**src/rtl/signal_control_lectura_pkg.sv**
```systemverilog
// Shared definitions for the RTC read/write sequencers: state encodings, default
// bus timing and the per-state control-line decode.
package signal_control_lectura_pkg;

   localparam logic [3:0] ST_IDLE       = 4'd0;
   localparam logic [3:0] ST_ADDR_SETUP = 4'd1;
   localparam logic [3:0] ST_ADDR_STRB  = 4'd2;
   localparam logic [3:0] ST_ADDR_HOLD  = 4'd3;
   localparam logic [3:0] ST_GAP        = 4'd4;
   localparam logic [3:0] ST_DATA_SETUP = 4'd5;
   localparam logic [3:0] ST_DATA_STRB  = 4'd6;
   localparam logic [3:0] ST_DATA_HOLD  = 4'd7;
   localparam logic [3:0] ST_DONE       = 4'd8;

   localparam int T_SETUP_DEF  = 2;
   localparam int T_STROBE_DEF = 6;
   localparam int T_GAP_DEF    = 10;

   typedef struct packed {
      logic cs_l;
      logic rd_l;
      logic wr_l;
      logic a_d_l;
      logic en_tri;
   } bus_ctrl_t;

   // Control lines seen on the bus while the sequencer sits in a given state.
   function automatic bus_ctrl_t ctrl_of(input logic [3:0] st);
      bus_ctrl_t c;
      case (st)
         ST_ADDR_SETUP: c = '{cs_l: 1'b0, rd_l: 1'b1, wr_l: 1'b1, a_d_l: 1'b0, en_tri: 1'b1};
         ST_ADDR_STRB:  c = '{cs_l: 1'b0, rd_l: 1'b1, wr_l: 1'b0, a_d_l: 1'b0, en_tri: 1'b1};
         ST_ADDR_HOLD:  c = '{cs_l: 1'b0, rd_l: 1'b1, wr_l: 1'b1, a_d_l: 1'b0, en_tri: 1'b1};
         ST_DATA_SETUP: c = '{cs_l: 1'b0, rd_l: 1'b1, wr_l: 1'b1, a_d_l: 1'b1, en_tri: 1'b0};
         ST_DATA_STRB:  c = '{cs_l: 1'b0, rd_l: 1'b0, wr_l: 1'b1, a_d_l: 1'b1, en_tri: 1'b0};
         ST_DATA_HOLD:  c = '{cs_l: 1'b0, rd_l: 1'b1, wr_l: 1'b1, a_d_l: 1'b1, en_tri: 1'b0};
         default:       c = '{cs_l: 1'b1, rd_l: 1'b1, wr_l: 1'b1, a_d_l: 1'b1, en_tri: 1'b0};
      endcase
      return c;
   endfunction

endpackage

```
**src/rtl/signal_control_lectura_contador_fase.sv**
```systemverilog
// contador_fase: loadable 6-bit phase down-counter; stops at zero instead of wrapping.
module contador_fase (
   input  logic       clk,
   input  logic       rst,
   input  logic       load,
   input  logic [5:0] load_val,
   output logic [5:0] count,
   output logic       zero
);

   always_ff @(posedge clk or negedge rst) begin
      if (!rst)
         count <= '0;
      else if (load)
         count <= load_val;
      else if (count != 6'd0)
         count <= count - 6'd1;
   end

   assign zero = (count == 6'd0);

endmodule

```
**src/rtl/signal_control_lectura.sv**
```systemverilog
// RTC read-cycle sequencer: address phase, bus release, data phase, byte capture.
// Optional macro RTC_RD_DOUBLE_SAMPLE_EN adds a mid-strobe sample and the rd_err check.
module signal_control_lectura
   import signal_control_lectura_pkg::*;
#(
   parameter int T_SETUP  = T_SETUP_DEF,
   parameter int T_STROBE = T_STROBE_DEF,
   parameter int T_GAP    = T_GAP_DEF
) (
   input  logic       clk,
   input  logic       rst,
   input  logic       start,
   input  logic [7:0] addr,
   input  logic [7:0] bus_in,
   output logic [7:0] addr_out,
   output logic       en_tri,
   output logic [7:0] rd_data,
   output logic       busy,
   output logic       done,
   output logic       rd_err,
   output logic       CS_l,
   output logic       RD_l,
   output logic       WR_l,
   output logic       A_D_l
);

   logic [3:0] state, state_nxt;
   logic       load;
   logic [5:0] load_val, count;
   logic       zero;
   bus_ctrl_t  ctrl_nxt;

   function automatic logic [5:0] dur_m1(input logic [3:0] st);
      case (st)
         ST_ADDR_SETUP, ST_DATA_SETUP: return 6'(T_SETUP - 1);
         ST_ADDR_STRB, ST_DATA_STRB:   return 6'(T_STROBE - 1);
         ST_GAP:                       return 6'(T_GAP - 1);
         default:                      return 6'd0;
      endcase
   endfunction

   contador_fase u_contador_fase (
      .clk      (clk),
      .rst      (rst),
      .load     (load),
      .load_val (load_val),
      .count    (count),
      .zero     (zero)
   );

   // States are encoded in bus order, so every timed state simply steps to the next code.
   always_comb begin
      state_nxt = state;
      load      = 1'b0;
      case (state)
         ST_IDLE: begin
            if (start) begin
               state_nxt = ST_ADDR_SETUP;
               load      = 1'b1;
            end
         end
         ST_DONE: begin
            state_nxt = ST_IDLE;
            load      = 1'b1;
         end
         default: begin
            if (zero) begin
               state_nxt = state + 4'd1;
               load      = 1'b1;
            end
         end
      endcase
      load_val = dur_m1(state_nxt);
      ctrl_nxt = ctrl_of(state_nxt);
   end

   always_ff @(posedge clk or negedge rst) begin
      if (!rst) begin
         state    <= ST_IDLE;
         CS_l     <= 1'b1;
         RD_l     <= 1'b1;
         WR_l     <= 1'b1;
         A_D_l    <= 1'b1;
         en_tri   <= 1'b0;
         busy     <= 1'b0;
         done     <= 1'b0;
         addr_out <= '0;
         rd_data  <= '0;
      end else begin
         state  <= state_nxt;
         CS_l   <= ctrl_nxt.cs_l;
         RD_l   <= ctrl_nxt.rd_l;
         WR_l   <= ctrl_nxt.wr_l;
         A_D_l  <= ctrl_nxt.a_d_l;
         en_tri <= ctrl_nxt.en_tri;
         busy   <= (state_nxt != ST_IDLE);
         done   <= (state_nxt == ST_DONE);
         if (state == ST_IDLE && start)
            addr_out <= addr;
         if (state == ST_DATA_STRB && count == 6'd0)
            rd_data <= bus_in;
      end
   end

`ifdef RTC_RD_DOUBLE_SAMPLE_EN
   logic [7:0] mid_sample;

   // rd_data already holds the final sample when DATA_HOLD hands over to DONE.
   always_ff @(posedge clk or negedge rst) begin
      if (!rst) begin
         mid_sample <= '0;
         rd_err     <= 1'b0;
      end else begin
         if (state == ST_DATA_STRB && count == 6'(T_STROBE / 2))
            mid_sample <= bus_in;
         rd_err <= (state_nxt == ST_DONE) && (mid_sample != rd_data);
      end
   end
`else
   assign rd_err = 1'b0;
`endif

endmodule

```
**config.mk**
```make
export PLATFORM = sky130hd
export DESIGN_NAME = signal_control_lectura
export DESIGN_NICKNAME = d
export VERILOG_FILES = /design/src/rtl/signal_control_lectura_pkg.sv /design/src/rtl/signal_control_lectura_contador_fase.sv /design/src/rtl/signal_control_lectura.sv
export SDC_FILE = /design/constraint.sdc
export NUM_CORES = 1
export LEC_CHECK = 0
export CAP_MARGIN = 5
export CORE_ASPECT_RATIO = 0.5
export CORE_MARGIN = 3
export CORE_UTILIZATION = 45
export DETAILED_ROUTE_END_ITERATION = 6
export DONT_BUFFER_PORTS = 1
export PLACE_DENSITY = 0.66
export SLEW_MARGIN = 30
export SYNTH_ARGS = -nofsm -noshare
export SYNTH_HDL_FRONTEND = slang
export SYNTH_HIERARCHICAL = 1
export SYNTH_SLANG_ARGS = --single-unit
export TNS_END_PERCENT = 30
```
**constraint.sdc**
```tcl
create_clock -name clk -period 4.87 [get_ports clk]
set_input_delay 0.974 -clock clk [delete_from_list [all_inputs] [get_ports clk]]
set_output_delay 0.974 -clock clk [all_outputs]
set_load 0.005 [all_outputs]
```
Yosys cells after proc, flatten, opt, wreduce, memory -nomap -nowiden
Index checks and enable logic that the tools add are counted.
{"block": "classes", "n_addsub": 2, "eq_ne": 10, "n_mux": 10, "n_reduce_logical": 11}
{"op": "== test 4 x 3 -> 1 bit, second input constant", "n": 5}
{"op": "one-hot mux 5 bit (4 select lines)", "n": 1}
{"op": "2-to-1 mux 6 bit", "n": 2}
{"op": "one-hot mux 4 bit (3 select lines)", "n": 1}
{"op": "== test 4 x 2 -> 1 bit, second input constant", "n": 2}
{"op": "== test 4 bit, second input constant", "n": 2}
{"op": "2-to-1 mux 4 bit", "n": 2}
{"op": "one-hot mux 4 bit (2 select lines)", "n": 1}
{"op": "OR reduction 2 bit", "n": 4}
{"op": "zero test 6 bit", "n": 1}
{"op": "nonzero test 6 bit", "n": 1}
{"op": "subtractor 6 x 1 -> 6 bit, second input constant", "n": 1}
{"op": "adder 4 x 1 -> 4 bit, second input constant", "n": 1}
{"op": "== test 4 x 1 -> 1 bit, second input constant", "n": 1}
{"op": "zero test 4 bit", "n": 1}
{"op": "nonzero test 4 bit", "n": 1}
{"op": "logical AND 1 bit", "n": 2}
{"op": "2-to-1 mux 1 bit", "n": 2}
{"op": "one-hot mux 1 bit (2 select lines)", "n": 1}
{"op": "nonzero test 2 bit", "n": 1}
{"block": "totals", "ff_bits": 33, "inputBits": 19, "output_inout_bits": 24}

Depth between registers and ports, before layout
Gate-level depths: netlist of the first run.
{"block": "logic_depth", "word_depth": 7, "mapped_depth": 11, "mapped_depth_nobuf": 10}

Cells and area by module
Netlist of the first run, hierarchy kept.
{"mod": "signal_control_lectura", "instances": 1, "cells_each": 87, "area_per_inst_um2": 1217.4, "seq_area_each_um2": 680.7}
{"mod": "contador_fase", "instances": 1, "cells_each": 40, "area_per_inst_um2": 400.4, "seq_area_each_um2": 150.1}

Least setup slack after synthesis of the first run
OpenSTA, ideal clock, no wires.
{"block": "synth_timing", "path_type": "register -> register", "startpoint": "register u_contador_fase.count[4]", "endpoint": "register u_contador_fase.count[0]", "arrival_ns": 2.212, "required_time_ns": 4.766, "slack_ns": 2.554, "stages_incl_launch_ff": 10, "n_path_buf": 1, "path_cell_list": "dfrtp_1 nor4_2 and2_4 buf_6 mux2_2 a22oi_2 inv_2 a211oi_1 inv_1 a221oi_1"}
{"block": "synth_via", "elab_chain_len": 7}
{"item": "from (decl)", "line_no": "signal_control_lectura_contador_fase.sv:7", "source": "output logic [5:0] count,"}
{"item": "from (signal assigned)", "line_no": "signal_control_lectura_contador_fase.sv:15", "source": "count <= load_val;"}
{"item": "from (signal assigned)", "line_no": "signal_control_lectura_contador_fase.sv:17", "source": "count <= count - 6'd1;"}
{"item": "zero test 6 bit (*)", "line_no": "signal_control_lectura_contador_fase.sv:20", "source": "assign zero = (count == 6'd0);"}
{"item": "net zero", "line_no": "signal_control_lectura.sv:30", "source": "logic zero;"}
{"item": "2-to-1 mux 4 bit (*)", "line_no": "signal_control_lectura.sv:67", "source": "if (zero) begin"}
{"item": "one-hot mux 4 bit (2 select lines) (*)", "line_no": "signal_control_lectura.sv:55", "source": "case (state)"}
{"item": "net state_nxt[1]", "line_no": "signal_control_lectura.sv:27", "source": "logic [3:0] state, state_nxt;"}
{"item": "== test 4 x 3 -> 1 bit, or another cell as far along", "line_no": "signal_control_lectura.sv:34", "source": "case (st)"}
{"item": "OR reduction 2 bit", "line_no": "signal_control_lectura.sv:34"}
{"item": "one-hot mux 4 bit (3 select lines) (*)", "line_no": "signal_control_lectura.sv:34"}
{"item": "net load_val[0]", "line_no": "signal_control_lectura.sv:29", "source": "logic [5:0] load_val, count;"}
{"item": "2-to-1 mux 6 bit (*)", "line_no": "signal_control_lectura_contador_fase.sv:14", "source": "else if (load)"}
The timed path passes the listed nets; every way through them passes the cells marked *.
A chain may end at the register's enable or synchronous reset.

Worst setup path after layout of the first run
Same ends and word-level chain as after synthesis.

==> results of run 1 <==
## layout make-up
cell class	count	share of cell area, %
Multi-Input combinational cell	84	41.1
Tap cell	48	3.33
Clock buffer	5	3.81
Sequential cell	33	46.0
Clock inverter	3	3.61
Inverter	10	2.08
## through the flow
step                      hold slack, ns  util (%)  power (mW)  instance area, sq um
final                              0.381      56.3        1.15                  1800
after global routing               0.364      56.3        1.23                  1800
after CTS                          0.372      56.2        1.16                  1800
after detailed placement           0.511      52.0       0.848                  1670
after global placement             0.506      52.0       0.838                  1670
after floorplan                    0.483         -       0.775                  1630
## Yosys cell counts, types with 2 or more instances
master / number
a211oi_1: 2
a21oi_1: 2
dfrtp_1: 29
dfstp_2: 4
ha_1: 5
inv_1: 8
inv_2: 2
mux2_2: 16
mux2i_1: 2
nand2_1: 7
nand2b_4: 2
nand3_1: 4
nor2_1: 7
nor3_1: 2
nor3_2: 3
nor3b_1: 2
o31ai_1: 3
xnor2_1: 5
## registers in the layout, summed over array words and instances (netlist names), 4 cells and up
name / count
addr_out: 8
rd_data: 8
u_contador_fase/count: 6
state: 4
## path summary, 6_finish.rpt
path | startpoint | endpoint | slack [ns] | cells after the start
setup reg to reg | u_contador_fase/count[4] | u_contador_fase/count[0] | 2.40 | 8
max in group asynchronous | rst | RD_l | 4.30 | 0
min in group clk | addr_out[1] | addr_out[1] | 0.52 | 1
setup / recovery | u_contador_fase/count[4] | u_contador_fase/count[0] | 2.40 | 8
hold / removal | rst | u_contador_fase/count[2] | 0.38 | 0
hold reg to reg | addr_out[1] | addr_out[1] | 0.52 | 1
## cell families (layout without fill, tap and decap cells)
logic type / Yosys count / count (layout) / share of synthesized area (%)
compound gates: 13 / 13 / 7.66
xor+xnor: 5 / 5 / 2.71
fa+ha+maj: 5 / 5 / 3.87
buf+inv: 13 / 18 / 3.71
flops: 33 / 33 / 51.4
mux: 20 / 20 / 14.5
other cells: 1 / 4 / 0.232
simple gates: 37 / 37 / 16.0
## layer usage
metal | up-vias | GRT usage, % | wire, um
li1 | 453 | - | -
met1 | 469 | 16.7 | 1340
met2 | 31 | 22.0 | 1250
met3 | 2 | 6.19 | 216
met4 | 0 | 4.50 | 15
met5 | - | 0 | 0
## worst register-to-register path, cell delays in order, from the launching register on
cell	delay, ns
dfrtp_1	0.43
nor4_2	0.37
and2_4	0.30
mux2_2	0.37
a22oi_2	0.27
inv_2	0.09
a211oi_1	0.21
inv_1	0.06
a221oi_1	0.28
## power breakdown
part	total [mW]	switching [mW]	internal (mW)
sequential	0.458	0.0874	0.370
clock	0.304	0.101	0.203
combinational	0.386	0.200	0.185
total	1.15	0.388	0.759
==> qor.csv, run 1 <==
stage,metric,value,unit
timing,setup_viol,0,
clocking,clockRootBuffer,clkbuf_8,
timing,worst_pin_slew,0.599,ns
timing,fin_ws,2.40,ns
yosys,synth_top_flop_cell,dfrtp_1,
clocking,cts.clk_slew.worst_paths,0.07,ns
yosys,synth_cell_type_count,40,
placed_design,dp.cells,175,
yosys,yosysSeqAreaShare,51.4,%
yosys,synth.largest_area_cell,dfrtp_1,
setup_path,arrival,2.65,ns
pwr,power_density,636,mW/mm^2
setup_path,path_buf_inv,2,
grt,grt_pass1_vias,955,
yosys,syn_inst,127,
final_layout,most-common-layout-cells,"dfrtp_1 (29), mux2_2 (16), inv_1 (8)",
yosys,ys_ff_latch,33,
grt,overflow,0,
clocking,cts_max_level,2,
floorplan,die_x,90.8,um
placed_design,dp_slack,2.41,ns
setup_path,worst_setup_path_start_kind,flip-flop,
run_status,outcome,"complete, no violations",
setup_path,critPathTopFamily,compound AO/OA/AOI/OAI gates,
drt,via_per_inst,5.22,
yosys,synth_area_per_cell,12.7,sq um
yosys,synth_area,0.00162,sq mm
timing,rsz0062_at_grt,no,
drt,via_count,955,
floorplan,start_util,50.5,%
flow_run,cap_violations,0,
drt,dr.pass1.iters,4,
placed_design,dp_hpwl,2030,um
final_layout,n_antenna_cell,0,
grt,grt_usage,13.7,%
final_layout,seq_area,831,sq um
setup_path,cp_slowest_stage_delay,0.43,ns
timing,finalHoldViolations,0,
drt,drc_errors,0,
drt,drt_iter0_markers,27,
timing,worst_clock_skew,0.00370,ns
setup_path,crit_path_end_kind,flip-flop,
drt,ant_nets,0,
floorplan,rows,14,
floorplan,die_h,48.4,um
yosys,synthArstFlopShare,100,%
clocking,clk_latency,0.28,ns
yosys,synth_warnings,6,
placed_design,io_buffers,0,
grt,antenna_found_initial,0,
drt,avgRoutedWirePerCell,15.4,um
placed_design,gp_congestion,0.729,
timing,relSlewSlack,60.0,%
grt,grt_pass1_wl,4730,um
clocking,cts_tree,yes,
timing,maxSlewViolCount,0,
clocking,cts_sinks,33,
clocking,postCtsSetupBuffers,0,
drt,wl,2820,um
yosys,yosys-top-cells-area,"dfrtp_1 (45%), mux2_2 (11%), dfstp_2 (6.5%), ha_1 (3.9%), xnor2_1 (2.7%)",
setup_path,critPathKind,flip-flop to flip-flop,
final_layout,multi_input_area,742,sq um
hold_path,hp-class,primary input to asynchronous set/reset pin,
floorplan,floorplan.io_pins,43,
final_layout,drive_above_1_share,35.6,%
yosys,synth-edff-count,0,
setup_path,worstPathMaxFanout,11,
final_layout,final_common_cell,dfrtp_1,
clocking,clock_path_buffers,2,
clocking,cts-resized-gates,0,
yosys,synth_top_area_share,44.9,%
clocking,cts_buffers,5,
floorplan,die_area,0.00439,sq mm
grt,grt_start_max_net_pins,34,
final_layout,final_cells,183,
setup_path,crit_slowest_cell,dfrtp_1,
pwr,ir_drop,0.245,mV
final_layout,fillCellCount,278,
final_layout,syn2layout_area_growth,11.5,%
timing,clock.fmax,0.405,GHz
pwr,power.leakage,0.780,nW
setup_path,required,5.05,ns
floorplan,core,0.00321,sq mm
timing,timing.final.crit_share,50.7,%
clocking,hold_buffers,0,
timing,finalSetupTns,0,ns
timing,period_needed,2.47,ns
final_layout,fin_nets,158,
setup_path,path_cells,nor4_2 > and2_4 > mux2_2 > a22oi_2 > inv_2 > a211oi_1 > inv_1 > a221oi_1,
Power figures use the tool's default switching activity.
==> inputs of run 2 (changes only) <==
Settings changed: PLACE_DENSITY 0.66 to 0.68.
Clock period 4.87 ns to 2.2 ns, I/O delays scaled along.
==> qor.csv, run 2 (synthesized netlist as in run 1, its figures left out) <==
stage,metric,value,unit
flow_run,cap_violations,0,
final_layout,postLayoutCoreUtil,60.2,%
placed_design,dp_hpwl,2190,um
grt,grt_usage,14.3,%
final_layout,final_cells,198,
setup_path,path_buf_inv,2,
final_layout,fillCellCount,251,
floorplan,die_area,0.00439,sq mm
clocking,cts_sinks,33,
timing,setup_viol,0,
clocking,cts_tree,yes,
floorplan,floorplan.io_pins,43,
timing,relSlewSlack,56.5,%
clocking,clock_path_buffers,2,
final_layout,final_common_cell,dfrtp_1,
clocking,cts_max_level,2,
drt,dr.pass1.iters,4,
drt,ant_nets,0,
drt,wl,3090,um
setup_path,critPathKind,flip-flop to flip-flop,
floorplan,core,0.00321,sq mm
timing,worst_clock_skew,0.00694,ns
drt,via_count,1016,
final_layout,drive_above_1_share,42.7,%
grt,antenna_found_initial,0,
pwr,power.leakage,0.851,nW
grt,grt_start_max_net_pins,34,
timing,clock.fmax,0.479,GHz
drt,drc_errors,0,
setup_path,cp_slowest_stage_delay,0.41,ns
timing,period_needed,2.09,ns
placed_design,gp_congestion,0.747,
timing,worst_pin_slew,0.652,ns
drt,via_per_inst,5.13,
final_layout,reg_top3,"addr_out (8), rd_data (8), u_contador_fase/count (6)",
setup_path,critPathTopFamily,compound AO/OA/AOI/OAI gates,
placed_design,io_buffers,0,
setup_path,arrival,2.29,ns
setup_path,crit_slowest_cell,dfrtp_1,
timing,maxSlewViolCount,0,
setup_path,crit_path_end_kind,flip-flop,
floorplan,start_util,50.5,%
setup_path,path_cells,nor4_4 > and2_4 > mux2_4 > a22oi_2 > inv_2 > a211oi_2 > inv_1 > a221oi_2,
pwr,total_power,2.62,mW
hold_path,hp-class,primary input to flip-flop,
grt,grt_pass1_vias,982,
clocking,clockRootBuffer,clkbuf_8,
clocking,cts.clk_slew.worst_paths,0.07,ns
timing,finalHoldViolations,0,
grt,grt_pass1_wl,4900,um
pwr,power_density,1360,mW/mm^2
setup_path,required,2.40,ns
floorplan,rows,14,
grt,overflow,0,
final_layout,fin_nets,173,
setup_path,worst_setup_path_start_kind,flip-flop,
final_layout,most-common-layout-cells,"dfrtp_1 (29), mux2_2 (15), buf_4 (13)",
clocking,cts_buffers,5,
placed_design,dp.cells,184,
drt,avgRoutedWirePerCell,15.6,um
floorplan,die_x,90.8,um
drt,drt_iter0_markers,22,
timing,timing.final.crit_share,95.0,%
final_layout,n_antenna_cell,0,
floorplan,die_h,48.4,um
clocking,clk_latency,0.28,ns
run_status,outcome,"complete, no violations",
timing,finalSetupTns,0,ns
setup_path,worstPathMaxFanout,6,
pwr,ir_drop,0.414,mV
final_layout,syn2layout_area_growth,19.3,%
## run 2: path summary, 6_finish.rpt
check	from	to	slack, ns	depth (start not counted)
max	u_contador_fase/count[2]	u_contador_fase/count[0]	0.11	8
min in group asynchronous	rst	u_contador_fase/count[2]	0.58	2
min	addr[1]	addr_out[1]	0.29	1
max reg2reg	u_contador_fase/count[2]	u_contador_fase/count[0]	0.11	8
max in group asynchronous	rst	WR_l	1.37	2
min reg2reg	addr_out[1]	addr_out[1]	0.52	1
## run 2: per-layer routing
layer	vias to the layer above	GRT usage, %	share of wire (%)	routed length [um]
met3	5	5.88	8.0	247
li1	478	-	-	-
met2	37	21.2	43	1330
met5	-	0	0	0
met4	0	6.00	1.4	42
met1	496	18.5	48	1470
## run 2: cell type report
cell class	instances	area (sq um)	area share [%]
clock buffers	7	96.3	4.99
clock inverters	1	5.00	0.259
inverters	10	37.5	1.94
multi-input cells	84	773	40.1
flip-flops and latches	33	831	43.0
well taps	48	60.1	3.11
repair buffers	15	128	6.61
## run 2: where the power goes
group | internal [mW] | switching, mW
registers | 0.820 | 0.181
logic | 0.568 | 0.545
clock network | 0.283 | 0.224
total | 1.67 | 0.950
## run 2: worst reg2reg max path, stage by stage (launching register included)
cell and delay, ns:
dfrtp_1 0.41, nor4_4 0.30, and2_4 0.22, mux2_4 0.31, a22oi_2 0.20, inv_2 0.08, a211oi_2 0.19, inv_1 0.07
a221oi_2 0.23
## run 2: timing repair
item	CTS	global route
setup buffers	0	4
endpoints found under the hold margin	33	0
resized for setup	0	3
hold buffers	2	0
setup endpoints to repair	0	6
## run 2: stage by stage
stage | setup WS [ns] | hold slack, ns | cell area, sq um
after floorplan | -0.0505 | 0.144 | 1640
after global routing | -0.0233 | 0.294 | 1930
after CTS | 0.0292 | 0.290 | 1880
after global placement | 0.154 | 0.145 | 1750
after detailed placement | 0.0904 | 0.145 | 1750
final | 0.110 | 0.294 | 1930
